===== src/rtl/alu_exec_unit.sv =====
// Handshaked ALU: single-cycle arithmetic/logic ops, and bit-serial SLL/SRL
// that shift one position per cycle under a 5-bit down-counter.
module alu_exec_unit #(
  parameter int unsigned WIDTH = 32
) (
  input  logic             clk,
  input  logic             rst_n,
  input  logic             in_valid,
  output logic             in_ready,
  input  logic [2:0]       alu_control,
  input  logic [WIDTH-1:0] op_a,
  input  logic [WIDTH-1:0] op_b,
  output logic             out_valid,
  input  logic             out_ready,
  output logic [WIDTH-1:0] result,
  output logic             zero,
  output logic             b31,
  output logic             busy
);

  typedef enum logic [1:0] {StIdle, StShift, StDone} state_e;

  state_e           state_q;
  logic [WIDTH-1:0] result_q;
  logic [4:0]       cnt_q;
  logic             dir_right_q;

  logic [4:0]       shamt;
  logic             multi_cycle;
  logic [WIDTH-1:0] alu_res;

  assign shamt       = op_b[4:0];
  assign multi_cycle = (alu_control[2:1] == 2'b11) && (shamt != 5'd0);

  always_comb begin
    alu_res = '0;
    unique case (alu_control)
      3'b000: alu_res = op_a + op_b;
      3'b001: alu_res = op_a - op_b;
      3'b010: alu_res = op_a & op_b;
      3'b011: alu_res = op_a | op_b;
      3'b100: alu_res = op_a ^ op_b;
      3'b101: alu_res = {{(WIDTH-1){1'b0}}, ($signed(op_a) < $signed(op_b))};
      // Zero-amount shifts complete immediately with the operand unchanged.
      3'b110: alu_res = op_a;
      3'b111: alu_res = op_a;
      default: alu_res = '0;
    endcase
  end

  // result_q doubles as the shift working register while in StShift.
  always_ff @(posedge clk) begin
    if (!rst_n) begin
      state_q     <= StIdle;
      result_q    <= '0;
      cnt_q       <= 5'd0;
      dir_right_q <= 1'b0;
    end else begin
      case (state_q)
        StIdle: begin
          if (in_valid) begin
            dir_right_q <= alu_control[0];
            if (multi_cycle) begin
              result_q <= op_a;
              cnt_q    <= shamt;
              state_q  <= StShift;
            end else begin
              result_q <= alu_res;
              state_q  <= StDone;
            end
          end
        end
        StShift: begin
          result_q <= dir_right_q ? (result_q >> 1) : (result_q << 1);
          cnt_q    <= cnt_q - 5'd1;
          if (cnt_q == 5'd1) begin
            state_q <= StDone;
          end
        end
        StDone: begin
          if (out_ready) begin
            state_q <= StIdle;
          end
        end
        default: state_q <= StIdle;
      endcase
    end
  end

  assign in_ready  = (state_q == StIdle);
  assign out_valid = (state_q == StDone);
  assign busy      = (state_q != StIdle);
  assign result    = result_q;
  assign zero      = (result_q == '0);
  assign b31       = result_q[WIDTH-1];

endmodule


===== config.mk =====
export PLATFORM = sky130hd
export DESIGN_NAME = alu_exec_unit
export DESIGN_NICKNAME = d
export VERILOG_FILES = /design/src/rtl/alu_exec_unit.sv
export SDC_FILE = /design/constraint.sdc
export NUM_CORES = 1
export LEC_CHECK = 0
export CAP_MARGIN = 30
export CORE_MARGIN = 2
export CORE_UTILIZATION = 60
export DETAILED_ROUTE_END_ITERATION = 6
export PLACE_DENSITY_LB_ADDON = 0.05
export RECOVER_POWER = 25
export SLEW_MARGIN = 5
export SYNTH_ARGS = -nofsm -noshare
export SYNTH_HDL_FRONTEND = slang
export SYNTH_SLANG_ARGS = --single-unit

===== constraint.sdc =====
create_clock -name clk -period 8.7 [get_ports clk]
set_input_delay 2.175 -clock clk [delete_from_list [all_inputs] [get_ports clk]]
set_output_delay 2.175 -clock clk [all_outputs]
set_load 0.05 [all_outputs]

# Yosys cells after proc, flatten, opt, wreduce, memory -nomap -nowiden
# Index checks and enable logic that the tools add are counted.
[classes] bitwise_logic=3 magnitude_cmp=1 n_mux=13 n_addsub=3 eq_ne=15 reduce_logical=12
[op_table] operator="$pmux 32 s7" count=1
[op_table] operator="$mux 32" count=3
[op_table] operator="$pmux 32 s2" count=1
[op_table] operator="$add 32x32->32" count=1
[op_table] operator="$and 32x32->32" count=1
[op_table] operator="$logic_not 32->1" count=1
[op_table] operator="$lt 32x32->1" count=1
[op_table] operator="$or 32x32->32" count=1
[op_table] operator="$sub 32x32->32" count=1
[op_table] operator="$xor 32x32->32" count=1
[op_table] operator="$eq 3x3->1 const B" count=4
[op_table] operator="$mux 5" count=2
[op_table] operator="$pmux 5 s2" count=1
[op_table] operator="$mux 2" count=4
[op_table] operator="$eq 3x2->1 const B" count=2
[op_table] operator="$pmux 2 s3" count=1
[op_table] operator="$reduce_and 3->1" count=2
[op_table] operator="$eq 5x1->1 const B" count=1
[op_table] operator="$reduce_bool 5->1" count=1
[op_table] operator="$sub 5x1->5 const B" count=1
[op_table] operator="$eq 2x2->1 const B" count=2
[op_table] operator="$ne 2x1->1 const B" count=2
[op_table] operator="$ne 2x2->1 const B" count=2
[op_table] operator="$reduce_and 2->1" count=2
[op_table] operator="7 further kinds" count=8
[word_totals] out_inout_bits=37 regBits=40 word_cells=51 inputBits=71

# Depth between registers and ports, before layout
# Gate-level depths: netlist of the first run.
[depth] depth_word=6 mapped_depth=13 mapped_depth_nobuf=13

# Worst setup path before layout of the first run
# Ideal clock, no wire load.
[synth_timing] path_type="input-to-reg" from="input op_a[23]" to="register result_q[31] (netlist: result[31])" arrival_time_ns=4.789 stages=11 required_ns=8.573 path_slack_ns=3.784 setup_time_ns=0.127 n_path_buf=0 path_cell_list="inv_1 ha_1 or4_1 or3_1 or3_4 o21bai_1 o211a_1 o41ai_2 o21ai_1 nand3_1 or3b_1"
[synth_via] elab_chain_cells=5 elab_cells_between_ends=6 cone_classes="add/sub: 2; mux: 4"
[synth_lines] item="from (decl)" line="11" rtl="input logic [WIDTH-1:0] op_a,"
[synth_lines] item="$sub 32x32->32 / $add 32x32->32 (equally long branches)" line="39, 38"
[synth_lines] item="$pmux 32 s7 *" line="37" rtl="unique case (alu_control)"
[synth_lines] item="$mux 32 *" line="63" rtl="if (multi_cycle) begin"
[synth_lines] item="$mux 32 *" line="61" rtl="if (in_valid) begin"
[synth_lines] item="$pmux 32 s2 *" line="59" rtl="case (state_q)"
[synth_lines] item="to (signal assigned)" line="64" rtl="result_q <= op_a;"
[synth_lines] item="to (signal assigned)" line="68" rtl="result_q <= alu_res;"
[synth_lines] item="to (signal assigned)" line="74" rtl="result_q <= dir_right_q ? (result_q >> 1) : (result_q << 1);"
[synth_lines] item="to (decl)" line="24" rtl="logic [WIDTH-1:0] result_q;"
# Mark *: on every way between the ends. The rest lies on a longest branch, timed or not. The select of a mux whose other input is x is not followed.
# A chain may end at the register's enable or synchronous reset.

# Final worst setup path of the first run
[layout_timing] from="input op_a[1]" to="register result_q[29] (netlist: result[29])"
# Same word-level chain as after synthesis.

==> results of run 1 <==
## worst paths after layout
| kind | endpoint | slack (ns) | depth (start not counted) |
|---|---|---|---|
| setup / recovery | result[29]$_SDFFE_PN0P_ | 2.91 | 11 |
| hold / removal | cnt_q[0]$_SDFFE_PN0P_ | 0.53 | 1 |
| setup reg to reg | result[9]$_SDFFE_PN0P_ | 6.19 | 7 |
| hold reg to reg | cnt_q[0]$_SDFFE_PN0P_ | 0.53 | 1 |
## cell usage after synthesis (all sizes together), types with 3 or more instances
library cell	count	area (µm²)
nor3	36	180.2
and3	6	37.54
nand2b	12	75.07
o211ai	19	142.6
and2	8	50.05
o221ai	15	131.4
buf	12	60.06
o31ai	9	72.57
clkbuf	61	229.0
nor4	17	106.4
mux2i	24	240.2
inv	107	401.6
or3	9	61.31
o21a	7	52.55
nor2b	14	87.58
nor2	96	360.4
a21oi	125	625.6
nand4	5	31.28
dfxtp	40	800.8
a31oi	8	50.05
a2111oi	7	62.56
a211oi	22	165.2
a221oi	20	175.2
xnor2	15	131.4
nand2	70	262.8
or4	5	37.54
o311a	4	40.04
ha	98	1226
a211o	5	43.79
a21o	17	127.6
o21bai	10	75.07
o311ai	3	26.28
a31o	4	35.04
o22ai	17	106.4
o2111ai	7	61.31
nand3	14	75.07
or2	5	31.28
mux2	11	123.9
o21ai	89	445.4
a22oi	13	97.59
## critical path, delay by kind of cell
kind / cells / cell delay (ns)
AO/OA/AOI/OAI: 8 / 2.74
adder cells (fa/ha/maj): 1 / 0.36
buffers and inverters: 2 / 0.71
## layout make-up
cell class                      count  area, µm²
Multi-Input combinational cell    885       6066
Timing Repair Buffer              118       1149
Clock buffer                        5      125.1
Inverter                          107      401.6
Tap cell                          168      210.2
Clock inverter                      3      42.54
Sequential cell                    40      802.0
Fill cell                        1069       3366
## report_power, final
group          leakage [nW]  internal [mW]  switching [mW]
registers             0.331          0.208          0.0430
clock network        0.0798          0.135          0.0958
logic                  3.34          0.232           0.400
total                  3.75          0.576           0.539
## cells in the final DEF (no fill, tap or decap), drive strengths merged, types with 6 or more instances in the layout
cell / netlist / final
a21oi: 125 / 125
inv: 107 / 107
ha: 98 / 98
nor2: 96 / 96
o21ai: 89 / 89
clkdlybuf4s50: 0 / 87
nand2: 70 / 70
dfxtp: 40 / 40
nor3: 36 / 36
mux2i: 24 / 24
a211oi: 22 / 22
a221oi: 20 / 20
o211ai: 19 / 19
dlygate4sd3: 0 / 19
nor4: 17 / 17
a21o: 17 / 17
o22ai: 17 / 17
xnor2: 15 / 15
o221ai: 15 / 15
nor2b: 14 / 14
nand3: 14 / 14
a22oi: 13 / 13
nand2b: 12 / 12
buf: 12 / 12
mux2: 11 / 11
o21bai: 10 / 10
or3: 9 / 9
o31ai: 9 / 9
a31oi: 8 / 8
and2: 8 / 8
o21a: 7 / 7
o2111ai: 7 / 7
a2111oi: 7 / 7
and3: 6 / 6
## logic make-up after synthesis
group	share of synthesized area (%)
compound gates	37.31
xor+xnor	1.975
fa+ha+maj	16.79
buf+inv	9.160
flops	10.62
mux	4.829
simple gates	19.32
## layer usage
metal | vias up | share of wire [%] | track usage (%)
met2 | 624 | 42 | 63.66
met3 | 130 | 13 | 7.161
met4 | 0 | 5.1 | 18.25
met5 | - | 0 | 0
li1 | 4179 | - | -
met1 | 4181 | 40 | 56.33
## flip-flops by register name (all words and copies together), names as in the netlist
signal and count:
cnt_q 5, result 32, state_q 2, dir_right_q 1
==> reports/results.tsv, run 1 <==
stage	metric	value	unit
route	DRC	0	
final_layout	area delta synth->final	16.66	%
cts	clock sink count	40	
route	via count	9114	
placement	placed inst area	8628	µm²
yosys	Seq/Total Area, Yosys	10.62	%
yosys	mapped cell area	7540	µm²
yosys	Syn Area/Cell	6.823	µm²
run	maxcap violations	0	
yosys	ys flop type	dfxtp_1	
final_layout	layout cells sized above 1	4.491	%
timing	max_slew headroom	24.04	%
worst_setup_path	Crit-path slowest cell	a2111oi_1	
timing	# setup viols final	0	
hold_path	hold crit path type	reg -> reg	
status	status	finished clean	
worst_setup_path	Worst setup EP type	flop	
worst_setup_path	worst path cell trace	clkdlybuf4s50_1 > inv_1 > ha_1 > o21bai_1 > o211ai_1 > a2111oi_1 > a22oi_1 > o211a_1 > o41ai_2 > o311ai_0 > a221oi_1	
timing	TNS Setup	0	ns
timing	Tmin final	5.791	ns
yosys	Synth async-reset ratio	0	%
yosys	post-synth cell types	77	
route	number of routed nets with antenna violations	0	
floorplanning	Die H	116.1	µm
final_layout	final-stage net count	1328	
global_routing	antenna violations before repair	0	
yosys	Synth warnings	0	
timing	final cycle utilization of the critical path	66.56	%
cts	CTS tree	built	
cts	Clock Latency Late Sink	0.31	ns
power_and_ir_drop	Final Power	1.115	mW
timing	WHS	0.5270	ns
worst_setup_path	Arr. time, crit path	6.00	ns
floorplanning	total I/O pin count	108	
power_and_ir_drop	worst vdd ir	0.09273	mV
placement	dpl ws	2.734	ns
global_routing	vias in the first global route	8086	
worst_setup_path	largest stage delay on the critical path	0.84	ns
worst_setup_path	Reg-to-Reg Start	state_q[1]$_SDFFE_PN0P_	
route	DR WL/cell	21.31	µm
route	final WL	28250	µm
timing	final hold violation count	0	
cts	clock buffer depth	2	
final_layout	Layout Cells excl Fill	1326	
timing	Slew Viols, Final	0	
final_layout	utilization after layout	72.33	%
worst_setup_path	Critical Path RT	8.91	ns
worst_setup_path	Worst Setup SP	op_a[1]	
cts	H-tree depth	2	
cts	CTS resizes	0	
final_layout	diode count	0	
placement	Final Wtd Congestion	1.021	
floorplanning	core box area	12160	µm²
worst_setup_path	Setup Crit Path Kind	in -> reg	
placement	Port-buffer cells	107	
hold_path	hold_sp	cnt_q[0]$_SDFFE_PN0P_	
timing	max frequency	172.7	MHz
floorplanning	Die Area	13480	µm²
cts	hold_buf cts	0	
worst_setup_path	CP max FO	5	
placement	DP Cell Count	1318	
yosys	Mapped Nets	1276	
power_and_ir_drop	Leak	3.750	nW
cts	total CTS buffers	5	
floorplanning	Core Rows	40	
timing	Fin Clk Skew	0.008000	ns
yosys	Cells after Synth	1105	
global_routing	GR Util All Layers	41.18	%
placement	Final HPWL DP	20270	µm
worst_setup_path	startpoint types	primary input	
global_routing	global-route wire length before repair	43350	µm
global_routing	largest net degree at the start of global routing	66	
cts	clock slew at reported path FFs	0.07	ns
timing	RSZ-0062 raised after global routing	no	
cts	post-CTS setup buffers	0	
route	1st-iter DRT viols	1475	
timing	worst setup margin	2.909	ns
power_and_ir_drop	Pwr Density	126.7	nW/µm²
timing	worst-margin pin slew	1.137	ns
floorplanning	Die Wd	116.1	µm
global_routing	GRT overflow	0	
route	drt first pass iters	6	
yosys	Post-synth EDFFs	0	
route	Via-to-Cell Ratio	6.873	
floorplanning	Starting Density	62.00	%
final_layout	Final Instance Area	8796	µm²
yosys	FF+latch count, synth	40	
cts	Root Buffer	clkbuf_16	
Power figures use the tool's default switching activity.
==> run 2, diff against run 1 <==
Settings changed: CORE_UTILIZATION 60 to 57.
Clock period 8.7 ns to 5.4 ns, I/O delays scaled along.
==> run 2 against run 1 <==
Combinational power is 66% higher. Clock-buffer cell count unchanged. Sequential share of layout area shrank 0.24 points. Highest routed layer unchanged. Critical path depth is 1 higher. Register-to-register slack got worse by 3.5 ns. Core utilization is 3.3 points lower. Power grew 65%. Via count rose by 2.1%. Final area is 2.7% higher.
==> reports/results.tsv, run 2 (same netlist as run 1, synthesis figures left out) <==
stage	metric	value	unit	change
cts	clock slew at reported path FFs	0.08	ns	was 0.07 ns
timing	Fin Clk Skew	0.009876	ns	was 0.008000 ns
floorplanning	Die Wd	119.0	µm	was 116.1 µm
global_routing	largest net degree at the start of global routing	40		was 66
final_layout	Layout Cells excl Fill	1361		was 1326
cts	Root Buffer	clkbuf_16		unchanged
route	DRC	0		unchanged
timing	Tmin final	4.735	ns	
power_and_ir_drop	Sequential Power Share	22.0	%	was 22.5%
cts	post-CTS setup buffers	0		unchanged
power_and_ir_drop	Pwr Density	204.3	nW/µm²	was 126.7 nW/µm²
final_layout	register area	802.0	µm²	unchanged
worst_setup_path	CP max FO	11		was 5
placement	Final Wtd Congestion	1.035		was 1.021
placement	DP Cell Count	1352		was 1318
timing	worst-margin pin slew	1.007	ns	was 1.137 ns
floorplanning	core box area	13090	µm²	was 12160 µm²
timing	Slew Viols, Final	0		unchanged
worst_setup_path	Setup Crit Path Kind	in -> reg		unchanged
route	number of routed nets with antenna violations	0		unchanged
worst_setup_path	Worst setup EP type	flop		unchanged
route	via count	9306		was 9114
cts	clock buffer depth	2		unchanged
timing	worst setup margin	0.6653	ns	was 2.909 ns
worst_setup_path	Arr. time, crit path	4.94	ns	was 6.00 ns
final_layout	layout cells sized above 1	6.582	%	was 4.491%
timing	max_slew headroom	32.51	%	was 24.04%
power_and_ir_drop	Leak	3.886	nW	was 3.750 nW
final_layout	max reg flops	32		unchanged
cts	total CTS buffers	5		unchanged
hold_path	hold crit path type	reg -> reg		unchanged
final_layout	Final Instance Area	9030	µm²	was 8796 µm²
global_routing	GR Util All Layers	41.02	%	was 41.18%
timing	max frequency	211.2	MHz	
power_and_ir_drop	Sw Ratio	48.58	%	was 48.35%
final_layout	commonest non-fill, non-tap cell in the layout	a21oi_1		unchanged
timing	TNS Setup	0	ns	unchanged
cts	CTS resizes	0		unchanged
placement	dpl ws	0.4406	ns	was 2.734 ns
worst_setup_path	Critical Path RT	5.61	ns	was 8.91 ns
timing	final cycle utilization of the critical path	87.68	%	
cts	clock sink count	40		unchanged
power_and_ir_drop	Clock power frac	20.9	%	was 20.7%
run	maxcap violations	0		unchanged
status	status	finished clean		unchanged
cts	hold_buf cts	0		unchanged
final_layout	final-stage net count	1355		was 1328
route	Via-to-Cell Ratio	6.838		was 6.873
final_layout	multi-input logic area	6063	µm²	was 6066 µm²
worst_setup_path	startpoint types	primary input		unchanged
power_and_ir_drop	worst vdd ir	0.1251	mV	was 0.09273 mV
power_and_ir_drop	combinational group share of total power	57.1	%	was 56.7%
final_layout	area delta synth->final	19.76	%	was 16.66%
route	final WL	29830	µm	was 28250 µm
floorplanning	total I/O pin count	108		unchanged
cts	CTS tree	built		unchanged
final_layout	commonest non-fill, non-tap cells in the layout	a21oi_1 (125), inv_1 (107), ha_1 (98)		unchanged
placement	placed inst area	8831	µm²	was 8628 µm²
floorplanning	Die Area	14160	µm²	was 13480 µm²
timing	WHS	0.5322	ns	was 0.5270 ns
power_and_ir_drop	Sw Pwr	896.1	µW	was 538.9 µW
final_layout	diode count	0		unchanged
timing	# setup viols final	0		unchanged
global_routing	GRT overflow	0		unchanged
timing	final hold violation count	0		unchanged
route	1st-iter DRT viols	1267		was 1475
placement	Final HPWL DP	22130	µm	was 20270 µm
cts	Clock Latency Late Sink	0.31	ns	about the same
floorplanning	Die H	119.0	µm	was 116.1 µm
final_layout	Filler cells	1182		was 1069
floorplanning	Starting Density	57.62	%	was 62.00%
timing	RSZ-0062 raised after global routing	no		unchanged
global_routing	antenna violations before repair	0		unchanged
global_routing	global-route wire length before repair	46360	µm	was 43350 µm
power_and_ir_drop	Pint	948.6	µW	was 575.8 µW
final_layout	utilization after layout	69.01	%	was 72.33%
floorplanning	Core Rows	42		was 40
route	drt first pass iters	7		was 6
global_routing	vias in the first global route	8618		was 8086
power_and_ir_drop	Final Power	1.845	mW	was 1.115 mW
route	DR WL/cell	21.92	µm	was 21.31 µm
cts	H-tree depth	2		unchanged
placement	Port-buffer cells	107		unchanged
## run 2: changes by cell type in the layout (fill, tap and decap cells not counted), sizes merged
| cell | before | now |
|---|---|---|
| buf | 12 | 39 |
| clkinv | 1 | 0 |
| inv | 107 | 108 |
## run 2: power by group through the flow
stage                     Clock, mW  Sequential, mW  Combinational (mW)
after floorplan                   0           0.500               0.574
after global placement            0           0.412                1.01
after detailed placement          0           0.413                1.02
after CTS                     0.385           0.406                1.02
after global routing          0.394           0.408                1.13
final                         0.386           0.406                1.05
## run 2: worst paths after layout
check / cells past startpoint / slack [ns] / end / from
max: 12 / 0.67 / result[30]$_SDFFE_PN0P_ / op_a[14]
min: 1 / 0.53 / cnt_q[0]$_SDFFE_PN0P_ / cnt_q[0]$_SDFFE_PN0P_
max reg2reg: 9 / 2.69 / result[30]$_SDFFE_PN0P_ / state_q[1]$_SDFFE_PN0P_
min reg2reg: 1 / 0.53 / cnt_q[0]$_SDFFE_PN0P_ / cnt_q[0]$_SDFFE_PN0P_
## run 2: final cells by class
type / count / share of cell area, %
inverters: 107 / 4.448
repair buffers: 145 / 15.19
clock inverters: 3 / 0.5127
clock buffers: 5 / 1.386
flip-flops and latches: 40 / 8.882
well taps: 176 / 2.439
multi-input cells: 885 / 67.15
## run 2: routing by layer
layer	global-route usage [%]	vias to the layer above	part of all wire, %
li1	-	4224	-
met1	55.22	4320	41
met2	61.53	648	42
met3	10.11	114	12
met4	18.82	0	4.7
met5	0	-	0
## run 2: worst max-delay path: stages
cell,delay [ns]
clkdlybuf4s50_1,0.50
inv_1,0.07
ha_1,0.44
or4_1,0.61
or3_1,0.36
a2111o_1,0.39
nand3_2,0.12
and3b_1,0.22
o31ai_2,0.31
nand2_1,0.13
a41o_1,0.26
a31o_1,0.18
==> run 3, diff against run 2 <==
Settings changed: CAP_MARGIN 30 to 5.
==> run 3 against run 2 <==
Final area down 0.30%. Via count about the same. Critical path depth unchanged. Cell count about the same. Sequential share of layout area about the same. Sequential power up 1%. Register-to-register slack better by 0.04 ns. Maximum frequency up 0.74%. First-iteration DRC count down 5.1%. Critical path type unchanged.
==> reports/results.tsv, run 3 (same netlist as run 1, synthesis figures left out) <==
stage	metric	value	unit	change
status	status	finished clean		unchanged
worst_setup_path	Worst setup EP type	flop		unchanged
global_routing	largest net degree at the start of global routing	40		unchanged
route	1st-iter DRT viols	1202		was 1267
final_layout	commonest non-fill, non-tap cells in the layout	a21oi_1 (125), inv_1 (107), ha_1 (98)		unchanged
power_and_ir_drop	Leak	3.874	nW	was 3.886 nW
timing	worst-margin pin slew	1.046	ns	was 1.007 ns
route	DR WL/cell	21.90	µm	was 21.92 µm
route	via count	9305		was 9306
route	Via-to-Cell Ratio	6.842		was 6.838
cts	clock sink count	40		unchanged
worst_setup_path	Critical Path RT	5.61	ns	about the same
final_layout	final-stage net count	1354		was 1355
cts	hold_buf cts	0		unchanged
route	final WL	29780	µm	was 29830 µm
cts	total CTS buffers	5		unchanged
timing	RSZ-0062 raised after global routing	no		unchanged
global_routing	vias in the first global route	8618		unchanged
floorplanning	total I/O pin count	108		unchanged
placement	Final Wtd Congestion	1.035		unchanged
cts	H-tree depth	2		unchanged
timing	Tmin final	4.700	ns	was 4.735 ns
floorplanning	core box area	13090	µm²	unchanged
global_routing	global-route wire length before repair	46360	µm	unchanged
cts	clock slew at reported path FFs	0.08	ns	about the same
final_layout	Filler cells	1187		was 1182
placement	Port-buffer cells	107		unchanged
final_layout	area delta synth->final	19.40	%	was 19.76%
route	drt first pass iters	6		was 7
hold_path	hold crit path type	reg -> reg		unchanged
worst_setup_path	CP max FO	11		unchanged
timing	max frequency	212.8	MHz	was 211.2 MHz
global_routing	GR Util All Layers	41.02	%	unchanged
cts	CTS tree	built		unchanged
hold_path	hold_sp	cnt_q[0]$_SDFFE_PN0P_		unchanged
hold_path	Hold Path Sink	cnt_q[0]$_SDFFE_PN0P_		unchanged
route	number of routed nets with antenna violations	0		unchanged
final_layout	multi-input logic area	6063	µm²	unchanged
hold_path	Hold Crit Depth	1		unchanged
cts	Clock Latency Late Sink	0.31	ns	about the same
cts	post-CTS setup buffers	0		unchanged
final_layout	register area	802.0	µm²	unchanged
final_layout	diode count	0		unchanged
floorplanning	Core Rows	42		unchanged
final_layout	Layout Cells excl Fill	1360		was 1361
final_layout	commonest non-fill, non-tap cell in the layout	a21oi_1		unchanged
worst_setup_path	startpoint types	primary input		unchanged
floorplanning	Starting Density	57.62	%	unchanged
power_and_ir_drop	Pwr Density	204.3	nW/µm²	about the same
timing	Fin Clk Skew	0.01043	ns	was 0.009876 ns
timing	final cycle utilization of the critical path	87.03	%	was 87.68%
floorplanning	Die Area	14160	µm²	unchanged
timing	final hold violation count	0		unchanged
timing	TNS Setup	0	ns	unchanged
floorplanning	Die Wd	119.0	µm	unchanged
floorplanning	Die H	119.0	µm	unchanged
route	DRC	0		unchanged
timing	Slew Viols, Final	0		unchanged
worst_setup_path	reg2reg path depth	9		unchanged
worst_setup_path	Arr. time, crit path	4.91	ns	was 4.94 ns
timing	# setup viols final	0		unchanged
timing	max_slew headroom	30.25	%	was 32.51%
worst_setup_path	RR Endpoint	result[30]$_SDFFE_PN0P_		unchanged
final_layout	layout cells sized above 1	6.503	%	was 6.582%
placement	DP Cell Count	1352		unchanged
worst_setup_path	R2R setup slack	2.73	ns	was 2.69 ns
final_layout	max reg flops	32		unchanged
power_and_ir_drop	worst vdd ir	0.1256	mV	was 0.1251 mV
cts	Root Buffer	clkbuf_16		unchanged
worst_setup_path	Reg-to-Reg Start	state_q[1]$_SDFFE_PN0P_		unchanged
global_routing	GRT overflow	0		unchanged
cts	clock buffer depth	2		unchanged
worst_setup_path	Setup Crit Path Kind	in -> reg		unchanged
placement	Final HPWL DP	22130	µm	unchanged
run	maxcap violations	0		unchanged
cts	CTS resizes	0		unchanged
global_routing	antenna violations before repair	0		unchanged
==> run 3: cell type report <==
class | instances | area share (%)
timing repair buffer | 144 | 14.93
sequential | 40 | 8.909
clock buffer | 5 | 1.390
clock inverter | 3 | 0.5142
multi-input combinational | 885 | 67.35
inverter | 107 | 4.461
tap | 176 | 2.446
==> run 3: power breakdown <==
part	switching [mW]	total (mW)	internal [mW]
Combinational	0.654	1.04	0.390
Sequential	0.0755	0.411	0.335
Clock	0.164	0.385	0.221
Total	0.893	1.84	0.946
==> run 3: worst max-delay path by stage <==
stage | from | end | slack [ns] | cells past startpoint
floorplan | op_a[23] | result[31]$_SDFFE_PN0P_ | 1.31 | 11
global placement | op_a[14] | result[30]$_SDFFE_PN0P_ | 0.47 | 12
detailed placement | op_a[14] | result[30]$_SDFFE_PN0P_ | 0.44 | 12
CTS | op_a[14] | result[30]$_SDFFE_PN0P_ | 0.76 | 12
global route | op_a[9] | result[31]$_SDFFE_PN0P_ | 0.41 | 12
finish | op_a[14] | result[30]$_SDFFE_PN0P_ | 0.70 | 12
==> run 3: metal layers <==
| layer | wire length (µm) | track usage, % | part of all wire, % |
|---|---|---|---|
| met5 | 0 | 0 | 0 |
| met4 | 1570 | 18.82 | 5.3 |
| met3 | 3542 | 10.11 | 12 |
| met2 | 12450 | 61.53 | 42 |
| met1 | 12220 | 55.22 | 41 |
==> run 3: per-stage QoR <==
stage	setup WS (ns)	area (µm²)	power [mW]	utilization, %	hold slack (ns)
6_report	0.7002	9002	1.839	68.80	0.5308
5_1_grt	0.4105	9002	1.925	68.80	0.5721
4_1_cts	0.7558	9002	1.813	68.80	0.5273
3_5_place_dp	0.4406	8831	1.429	67.49	0.5084
3_3_place_gp	0.4690	8831	1.424	67.49	0.5014
2_1_floorplan	1.309	7540	1.073	-	0.4594
==> run 3: critical path, cell delays in order <==
cell and delay (ns):
clkdlybuf4s50_1 0.50, inv_1 0.07, ha_1 0.44, or4_1 0.61, or3_1 0.36, a2111o_1 0.39
nand3_2 0.12, and3b_1 0.21, o31ai_2 0.33, nand2_1 0.12, a41o_1 0.23, a31o_1 0.18
